[src/rtl/id_imm_ctrl_if.sv]
// ============================================================================
// Module : id_imm_ctrl_if
// Brief  : Fetch-side and execute-side handshake bundle for id_imm_ctrl.
// Rev    : 1.0  initial release
// ============================================================================
`default_nettype none

interface id_imm_ctrl_if;
    logic        in_valid;
    logic        in_ready;
    logic [31:0] in_inst;
    logic [63:0] in_pc;
    logic        out_valid;
    logic        out_ready;
    logic [63:0] out_pc;
    logic [31:0] out_inst;
    logic [63:0] out_imm;
    logic        out_illegal;

    // Stage side: consumes fetch requests, produces execute payload.
    modport slave (
        input  in_valid, in_inst, in_pc, out_ready,
        output in_ready, out_valid, out_pc, out_inst, out_imm, out_illegal
    );

    // Environment side: drives fetch and accepts execute payload.
    modport master (
        output in_valid, in_inst, in_pc, out_ready,
        input  in_ready, out_valid, out_pc, out_inst, out_imm, out_illegal
    );
endinterface

`default_nettype wire

[src/rtl/id_imm_ctrl.sv]
// ============================================================================
// Module : id_imm_ctrl
// Brief  : Single-entry decode stage that holds one instruction, extracts its
//          immediate fields and classifies the immediate format.
// Rev    : 1.0  initial release
// ============================================================================
`default_nettype none

module id_imm_ctrl (
    input  wire logic         clk,
    input  wire logic         rst,
    input  wire logic         flush,
    id_imm_ctrl_if.slave      bus,
    output logic      [11:0]  imm_i_l_jalr,
    output logic      [11:0]  imm_s,
    output logic      [11:0]  imm_b,
    output logic      [19:0]  imm_jal,
    output logic      [19:0]  imm_u,
    output logic      [3:0]   imm_sel,
    input  wire logic [63:0]  imm_val,
    output logic      [31:0]  inst_cnt
);

    localparam logic [0:0]  c_ST_EMPTY = 1'b0;
    localparam logic [0:0]  c_ST_FULL  = 1'b1;
    localparam logic [31:0] c_NOP      = 32'h0000_0013;

    logic [0:0]  r_state;
    logic [0:0]  w_state_nxt;
    logic [31:0] r_inst;
    logic [63:0] r_pc;
    logic [31:0] r_inst_cnt;

    logic        w_vld;
    logic        w_in_ready;
    logic        w_accept;
    logic        w_out_valid;
    logic        w_fire;
    logic [3:0]  w_sel_raw;
    logic        w_illegal_raw;
    logic [6:0]  w_opcode;
    logic [2:0]  w_funct3;

    assign w_vld    = (r_state == c_ST_FULL);
    assign w_accept = bus.in_valid && w_in_ready;
    assign w_fire   = w_out_valid && bus.out_ready;
    assign w_opcode = r_inst[6:0];
    assign w_funct3 = r_inst[14:12];

    // State register plus the held payload and delivery counter.
    always_ff @(posedge clk) begin
        if (rst) begin
            r_state    <= c_ST_EMPTY;
            r_inst     <= c_NOP;
            r_pc       <= 64'd0;
            r_inst_cnt <= 32'd0;
        end else begin
            r_state <= w_state_nxt;
            if (w_accept) begin
                r_inst <= bus.in_inst;
                r_pc   <= bus.in_pc;
            end
            if (w_fire) begin
                r_inst_cnt <= r_inst_cnt + 32'd1;
            end
        end
    end

    // Next-state logic; flush discards whatever is held.
    always_comb begin
        w_state_nxt = r_state;
        if (flush) begin
            w_state_nxt = c_ST_EMPTY;
        end else begin
            case (r_state)
                c_ST_EMPTY: if (w_accept) w_state_nxt = c_ST_FULL;
                c_ST_FULL:  if (bus.out_ready && !w_accept) w_state_nxt = c_ST_EMPTY;
                default:    w_state_nxt = c_ST_EMPTY;
            endcase
        end
    end

    // Output logic: handshake and immediate-format classification.
    always_comb begin
        w_in_ready    = !flush && (!w_vld || bus.out_ready);
        w_out_valid   = w_vld && !flush;
        w_sel_raw     = 4'd0;
        w_illegal_raw = 1'b0;
        if (r_inst[1:0] != 2'b11) begin
            w_illegal_raw = 1'b1;
        end else begin
            case (w_opcode)
                7'b0000011, 7'b1100111: w_sel_raw = 4'd1;
                7'b0010011, 7'b0011011:
                    w_sel_raw = (w_funct3 == 3'b001 || w_funct3 == 3'b101) ? 4'd6 : 4'd1;
                7'b0100011:             w_sel_raw = 4'd2;
                7'b1100011:             w_sel_raw = 4'd3;
                7'b1101111:             w_sel_raw = 4'd4;
                7'b0110111, 7'b0010111: w_sel_raw = 4'd5;
                7'b0110011, 7'b0111011,
                7'b1110011, 7'b0001111: w_sel_raw = 4'd0;
                default:                w_illegal_raw = 1'b1;
            endcase
        end
        imm_sel         = w_vld ? w_sel_raw : 4'd0;
        bus.out_illegal = w_vld && w_illegal_raw;
    end

    assign imm_i_l_jalr = r_inst[31:20];
    assign imm_s        = {r_inst[31:25], r_inst[11:7]};
    assign imm_b        = {r_inst[31], r_inst[7], r_inst[30:25], r_inst[11:8]};
    assign imm_jal      = {r_inst[31], r_inst[19:12], r_inst[20], r_inst[30:21]};
    assign imm_u        = r_inst[31:12];

    assign bus.in_ready  = w_in_ready;
    assign bus.out_valid = w_out_valid;
    assign bus.out_pc    = r_pc;
    assign bus.out_inst  = r_inst;
    assign bus.out_imm   = imm_val;
    assign inst_cnt      = r_inst_cnt;

endmodule

`default_nettype wire

[src/flat_wrapper.sv]
// flat-port wrapper written by rule: the top's interface ports become plain ports
module id_imm_ctrl_flat 
  (clk, rst, flush, imm_i_l_jalr, imm_s, imm_b, imm_jal, imm_u, imm_sel, imm_val, inst_cnt, bus_in_valid, bus_in_inst, bus_in_pc, bus_out_ready, bus_in_ready, bus_out_valid, bus_out_pc, bus_out_inst, bus_out_imm, bus_out_illegal);
  id_imm_ctrl_if bus_i ();
  input  wire logic clk;
  input  wire logic rst;
  input  wire logic flush;
  output logic      [11:0] imm_i_l_jalr;
  output logic      [11:0] imm_s;
  output logic      [11:0] imm_b;
  output logic      [19:0] imm_jal;
  output logic      [19:0] imm_u;
  output logic      [3:0] imm_sel;
  input  wire logic [63:0] imm_val;
  output logic      [31:0] inst_cnt;
  input wire logic [$bits(bus_i.in_valid)-1:0] bus_in_valid;
  input wire logic [$bits(bus_i.in_inst)-1:0] bus_in_inst;
  input wire logic [$bits(bus_i.in_pc)-1:0] bus_in_pc;
  input wire logic [$bits(bus_i.out_ready)-1:0] bus_out_ready;
  output wire logic [$bits(bus_i.in_ready)-1:0] bus_in_ready;
  output wire logic [$bits(bus_i.out_valid)-1:0] bus_out_valid;
  output wire logic [$bits(bus_i.out_pc)-1:0] bus_out_pc;
  output wire logic [$bits(bus_i.out_inst)-1:0] bus_out_inst;
  output wire logic [$bits(bus_i.out_imm)-1:0] bus_out_imm;
  output wire logic [$bits(bus_i.out_illegal)-1:0] bus_out_illegal;
  assign bus_i.in_valid = bus_in_valid;
  assign bus_i.in_inst = bus_in_inst;
  assign bus_i.in_pc = bus_in_pc;
  assign bus_i.out_ready = bus_out_ready;
  assign bus_in_ready = bus_i.in_ready;
  assign bus_out_valid = bus_i.out_valid;
  assign bus_out_pc = bus_i.out_pc;
  assign bus_out_inst = bus_i.out_inst;
  assign bus_out_imm = bus_i.out_imm;
  assign bus_out_illegal = bus_i.out_illegal;
  id_imm_ctrl u_core (.clk(clk), .rst(rst), .flush(flush), .bus(bus_i), .imm_i_l_jalr(imm_i_l_jalr), .imm_s(imm_s), .imm_b(imm_b), .imm_jal(imm_jal), .imm_u(imm_u), .imm_sel(imm_sel), .imm_val(imm_val), .inst_cnt(inst_cnt));
endmodule
[config.mk]
export PLATFORM = sky130hd
export DESIGN_NAME = id_imm_ctrl_flat
export DESIGN_NICKNAME = d
export VERILOG_FILES = /design/src/rtl/id_imm_ctrl_if.sv /design/src/rtl/id_imm_ctrl.sv /design/src/flat_wrapper.sv
export SDC_FILE = /design/constraint.sdc
export NUM_CORES = 1
export LEC_CHECK = 0
export CORE_AREA = 4 4 167 169
export DETAILED_ROUTE_END_ITERATION = 8
export DIE_AREA = 0 0 171 173
export MAX_ROUTING_LAYER = met4
export PLACE_DENSITY = 0.61
export SYNTH_ARGS = -nofsm -noshare
export SYNTH_HDL_FRONTEND = slang
export SYNTH_SLANG_ARGS = --single-unit
[constraint.sdc]
create_clock -name clk -period 2.22 [get_ports clk]
set_input_delay 0.444 -clock clk [delete_from_list [all_inputs] [get_ports clk]]
set_output_delay 0.444 -clock clk [all_outputs]
set_load 0.05 [all_outputs]
== Word level (Yosys, flattened, before mapping) ==
Index checks and enable logic that the tools add are counted.

* $add $sub $neg: 1
* Bitwise logic cells: 1
* Equal/unequal tests: 16
* Reduce and logical (&&, ||, !) cells: 16
* Muxes and demuxes: 9

{| class="wikitable"
|+ Operators with widths
! operator !! number
|-
| 32-bit by 1-bit adder with 32-bit output, second input constant || 1
|-
| 7-bit by 6-bit equality test with 1-bit output, second input constant || 4
|-
| 7-bit equality test, second input constant || 4
|-
| 4-bit case mux with 6 select lines || 1
|-
| 7-bit by 5-bit equality test with 1-bit output, second input constant || 3
|-
| 13-bit OR reduction || 1
|-
| 4-bit 2-to-1 mux || 2
|-
| 2-bit OR reduction || 4
|-
| 7-bit by 2-bit equality test with 1-bit output, second input constant || 1
|-
| 7-bit by 4-bit equality test with 1-bit output, second input constant || 1
|-
| 1-bit logical AND || 6
|-
| 1-bit 2-to-1 mux || 4
|-
| 3-bit by 1-bit equality test with 1-bit output, second input constant || 1
|-
| 3-bit equality test, second input constant || 1
|-
| 1-bit logical NOT || 3
|-
| 3-bit 2-to-1 mux || 1
|-
| 1-bit logical OR || 2
|-
| 2-bit != test, second input constant || 1
|-
| 1-bit case mux with 2 select lines || 1
|-
| 1-bit NOT || 1
|}

* Input port bits: 165
* Word-level logic and storage cells: 47
* Register bits after elaboration: 129

== Longest topological paths before layout ==
* Depth after elaboration: 8
* Depth in mapped cells: 8
* Depth with buffers taken out: 6

== Least setup slack after synthesis ==
No wires, ideal clock.

* Path kind: reg-to-output
* Start: reg u_core.r_inst[4] (netlist: u_core.bus.out_inst[4])
* End: out imm_sel[1]
* Data arrival time: 2.567 ns
* Data required time: 1.776 ns
* Stages on the path, launching flop included: 4
* Slack: -0.791 ns
* Path through: dfxtp_1 inv_1 or4_1 a211oi_1

* Cells in the longest elaborated chain, start to end: 5
* Elaborated cells on any way between the ends: 15
* Those cells by class: eq/ne: 9; mux: 3; reduce/logical: 3

{| class="wikitable"
|+ RTL lines
! item !! line !! source
|-
| start, declared || id_imm_ctrl.sv:30 || <nowiki>logic [31:0] r_inst;</nowiki>
|-
| start signal, assigned || id_imm_ctrl.sv:54 || <nowiki>r_inst <= c_NOP;</nowiki>
|-
| start signal, assigned || id_imm_ctrl.sv:60 || <nowiki>r_inst <= bus.in_inst;</nowiki>
|-
| 7-bit by 6-bit equality test with 1-bit output, or another cell as far along || id_imm_ctrl.sv:92 || <nowiki>case (w_opcode)</nowiki>
|-
| 2-bit OR reduction || -- ||
|-
| 4-bit case mux with 6 select lines * || id_imm_ctrl.sv:92 ||
|-
| 4-bit 2-to-1 mux * || id_imm_ctrl.sv:89 || <nowiki>if (r_inst[1:0] != 2'b11) begin</nowiki>
|-
| 4-bit 2-to-1 mux * || id_imm_ctrl.sv:105 || <nowiki>imm_sel = w_vld ? w_sel_raw : 4'd0;</nowiki>
|-
| end, declared || flat_wrapper.sv:13 || <nowiki>output logic [3:0] imm_sel;</nowiki>
|}

Mark *: on every way between the ends. The rest lies on a longest branch, timed or not.

== Worst setup path in the final report ==
Ends and elaborated chain as after synthesis.

==> impl_metrics.json <==
{
  "placed_area_um2": 8630,
  "netlist_instances": 774,
  "fillers": 2787,
  "cts.sinks": 129,
  "die_h_um": 173,
  "hold_viol": 0,
  "seqPwrFrac_pct": 37.4,
  "initialDrtViolationCount": 225,
  "yosysWarnings": 0,
  "rsz0062_at_grt": "true",
  "viasPerCell": 4.22,
  "cellLeakagePower_nw": 3.97,
  "die_x_um": 171,
  "insertion_delay_ps": 410,
  "fin_nets": 1109,
  "drc": 0,
  "cts-hold-fix-buffers": 0,
  "ys_types": 44,
  "synth_area_per_cell_um2": 7.82,
  "hp-class": "in2reg",
  "cts_tree": "done",
  "via_count": 5467,
  "finish.instance_area_um2": 9360,
  "worstMarginPinSlew_ps": 582,
  "seq_area_frac_synth_pct": 42.7,
  "clock.fmax_mhz": 444,
  "layout_commonest_cell": "clkdlybuf4s50_1",
  "synth_top_flop_cell": "dfxtp_1",
  "grt_pass1_wl_um": 31100,
  "cap_violations": 0,
  "wl_um": 21100,
  "synth-edff-count": 0,
  "synthesis.area_um2": 6050,
  "dr.pass1.iters": 4,
  "wl_per_cell_um": 16.2,
  "track_usage_pct": 13.9,
  "core_area_um2": 26600,
  "rows": 60,
  "cts_made_buffers": 17,
  "p_sw_mw": 1.99,
  "crit_required_ps": 1780,
  "grt_pass1_vias": 5225,
  "power_mw": 6.60,
  "crit_arrival_ps": 1810,
  "post-route-util_pct": 35.2,
  "fin_crit_sh_pct": 101,
  "die-area_um2": 29600,
  "syn_nets": 940,
  "path_max_fanout": 4,
  "io_pins": 440,
  "cts_buffer_depth": 2,
  "run_status": "finished with violations",
  "dp_hpwl_um": 15700,
  "cts.clk_slew.worst_paths_ps": 60,
  "layout_common_cells": "clkdlybuf4s50_1 (227), nand2_1 (204), dfxtp_1 (124)",
  "intPower_mw": 4.61,
  "synth-seq-cells": 129,
  "cts_root_buffer": "clkbuf_16",
  "drive_gt1_share_pct": 11.4,
  "end_kind": "primary output",
  "grt_max_degree": 62,
  "maxSlewHeadroom_pct": 61.1,
  "skew_ps": 12.4,
  "slew_viol_final": 0,
  "worst_slack_ps": -31.5,
  "diodes": 0,
  "min_period_ps": 2250,
  "pre_cts_slack_ps": -61.2,
  "start_kind": "flip-flop",
  "async_reset_ff_share_pct": 0,
  "p_sw_share_pct": 30.2,
  "setup_violations": 2,
  "area_growth_pct": 54.6,
  "combinationalPowerShare_pct": 19.8,
  "place_congestion": 0.783,
  "grt_overflow": 0,
  "clkPwrFrac_pct": 42.8,
  "start_util_pct": 22.8,
  "critical_path_class": "reg2out",
  "numPortBuffers": 310,
  "antenna_found_initial": 0,
  "cts-htree-levels": 4,
  "antenna_left": 0,
  "ir_drop_mv": 0.409,
  "violations": "setup timing",
  "powerDensity_nw_per_um2": 705,
  "multiInputGateArea_um2": 2300,
  "seqCellArea_um2": 2600
}
[critical path: stages (launching register included)]
cell,delay (ps)
dfxtp_4,370
inv_2,50
or4_4,550
a211oi_4,270
buf_12,170
[cell usage after synthesis, types with 7 or more instances]
master	instances	area, um^2
inv_1	8	30.0
nand3_1	10	50.1
nand4_1	7	43.8
dfxtp_1	129	2580
nor2_1	48	180
xnor2_1	25	219
nand2b_1	7	43.8
a21oi_1	99	495
nor3_1	11	55.1
clkbuf_1	26	97.6
buf_1	10	37.5
nand2_1	205	769
buf_4	141	1060
[power groups by stage]
stage	clock (mW)	sequential, mW	combinational [mW]
floorplan	0	2.79	0.843
global placement	0	2.52	1.32
detailed placement	0	2.52	1.32
CTS	2.92	2.47	1.32
global route	3.06	2.48	1.37
finish	2.82	2.47	1.31
[cell families after synthesis]
| kind of cell | share of synthesized area [%] |
|---|---|
| AO/OA/AOI/OAI | 9.40 |
| adder cells (fa/ha/maj) | 0.207 |
| AND/OR/NAND/NOR | 23.0 |
| XOR/XNOR | 3.91 |
| flip-flops | 42.7 |
| multiplexers | 0.165 |
| other | 0.0619 |
| buffers and inverters | 20.6 |
[sequential cells by signal (all words and copies together), names as in the netlist]
name	cells
u_core.bus.out_inst	32
u_core.bus.out_pc	64
u_core.r_state	1
u_core.inst_cnt	32
[stage by stage]
step,std cells,setup TNS (ps),hold slack [ps]
5_1_grt,1297,-309,333
3_3_place_gp,1263,-10.1,441
4_1_cts,1296,-152,325
3_5_place_dp,1263,-160,446
6_report,1297,-48.3,348
2_1_floorplan,774,-29.0,523
[repair_timing]
item	4_1_cts	5_1_grt
resized for setup	31	41
setup buffers	1	1
setup endpoints to repair	22	42
pin swaps	4	2
[path summary, 6_finish.rpt]
| path | cells past startpoint | slack, ps | end | from |
|---|---|---|---|---|
| max reg2reg | 5 | 250 | u_core.inst_cnt[26] | u_core.inst_cnt[1] |
| max | 4 | -30 | imm_sel[1] | u_core.bus.out_inst[4] |
| min reg2reg | 2 | 450 | u_core.bus.out_pc[44] | u_core.bus.out_pc[44] |
| min | 2 | 350 | u_core.bus.out_inst[3] | rst |
[layer usage]
metal	vias to the layer above	wire length [um]	GRT usage, %
li1	2684	-	-
met4	0	363	4.36
met2	239	10300	23.2
met3	24	1580	4.32
met1	2520	8770	16.0
met5	-	0	-
[layout make-up]
type / instances / area share (%)
clock buffer: 20 / 4.88
clock inverter: 12 / 1.43
inverter: 8 / 0.321
multi-input combinational: 457 / 24.5
sequential: 129 / 27.8
tap: 341 / 4.56
timing repair buffer: 330 / 36.5
(Power assumes the default switching activity.)
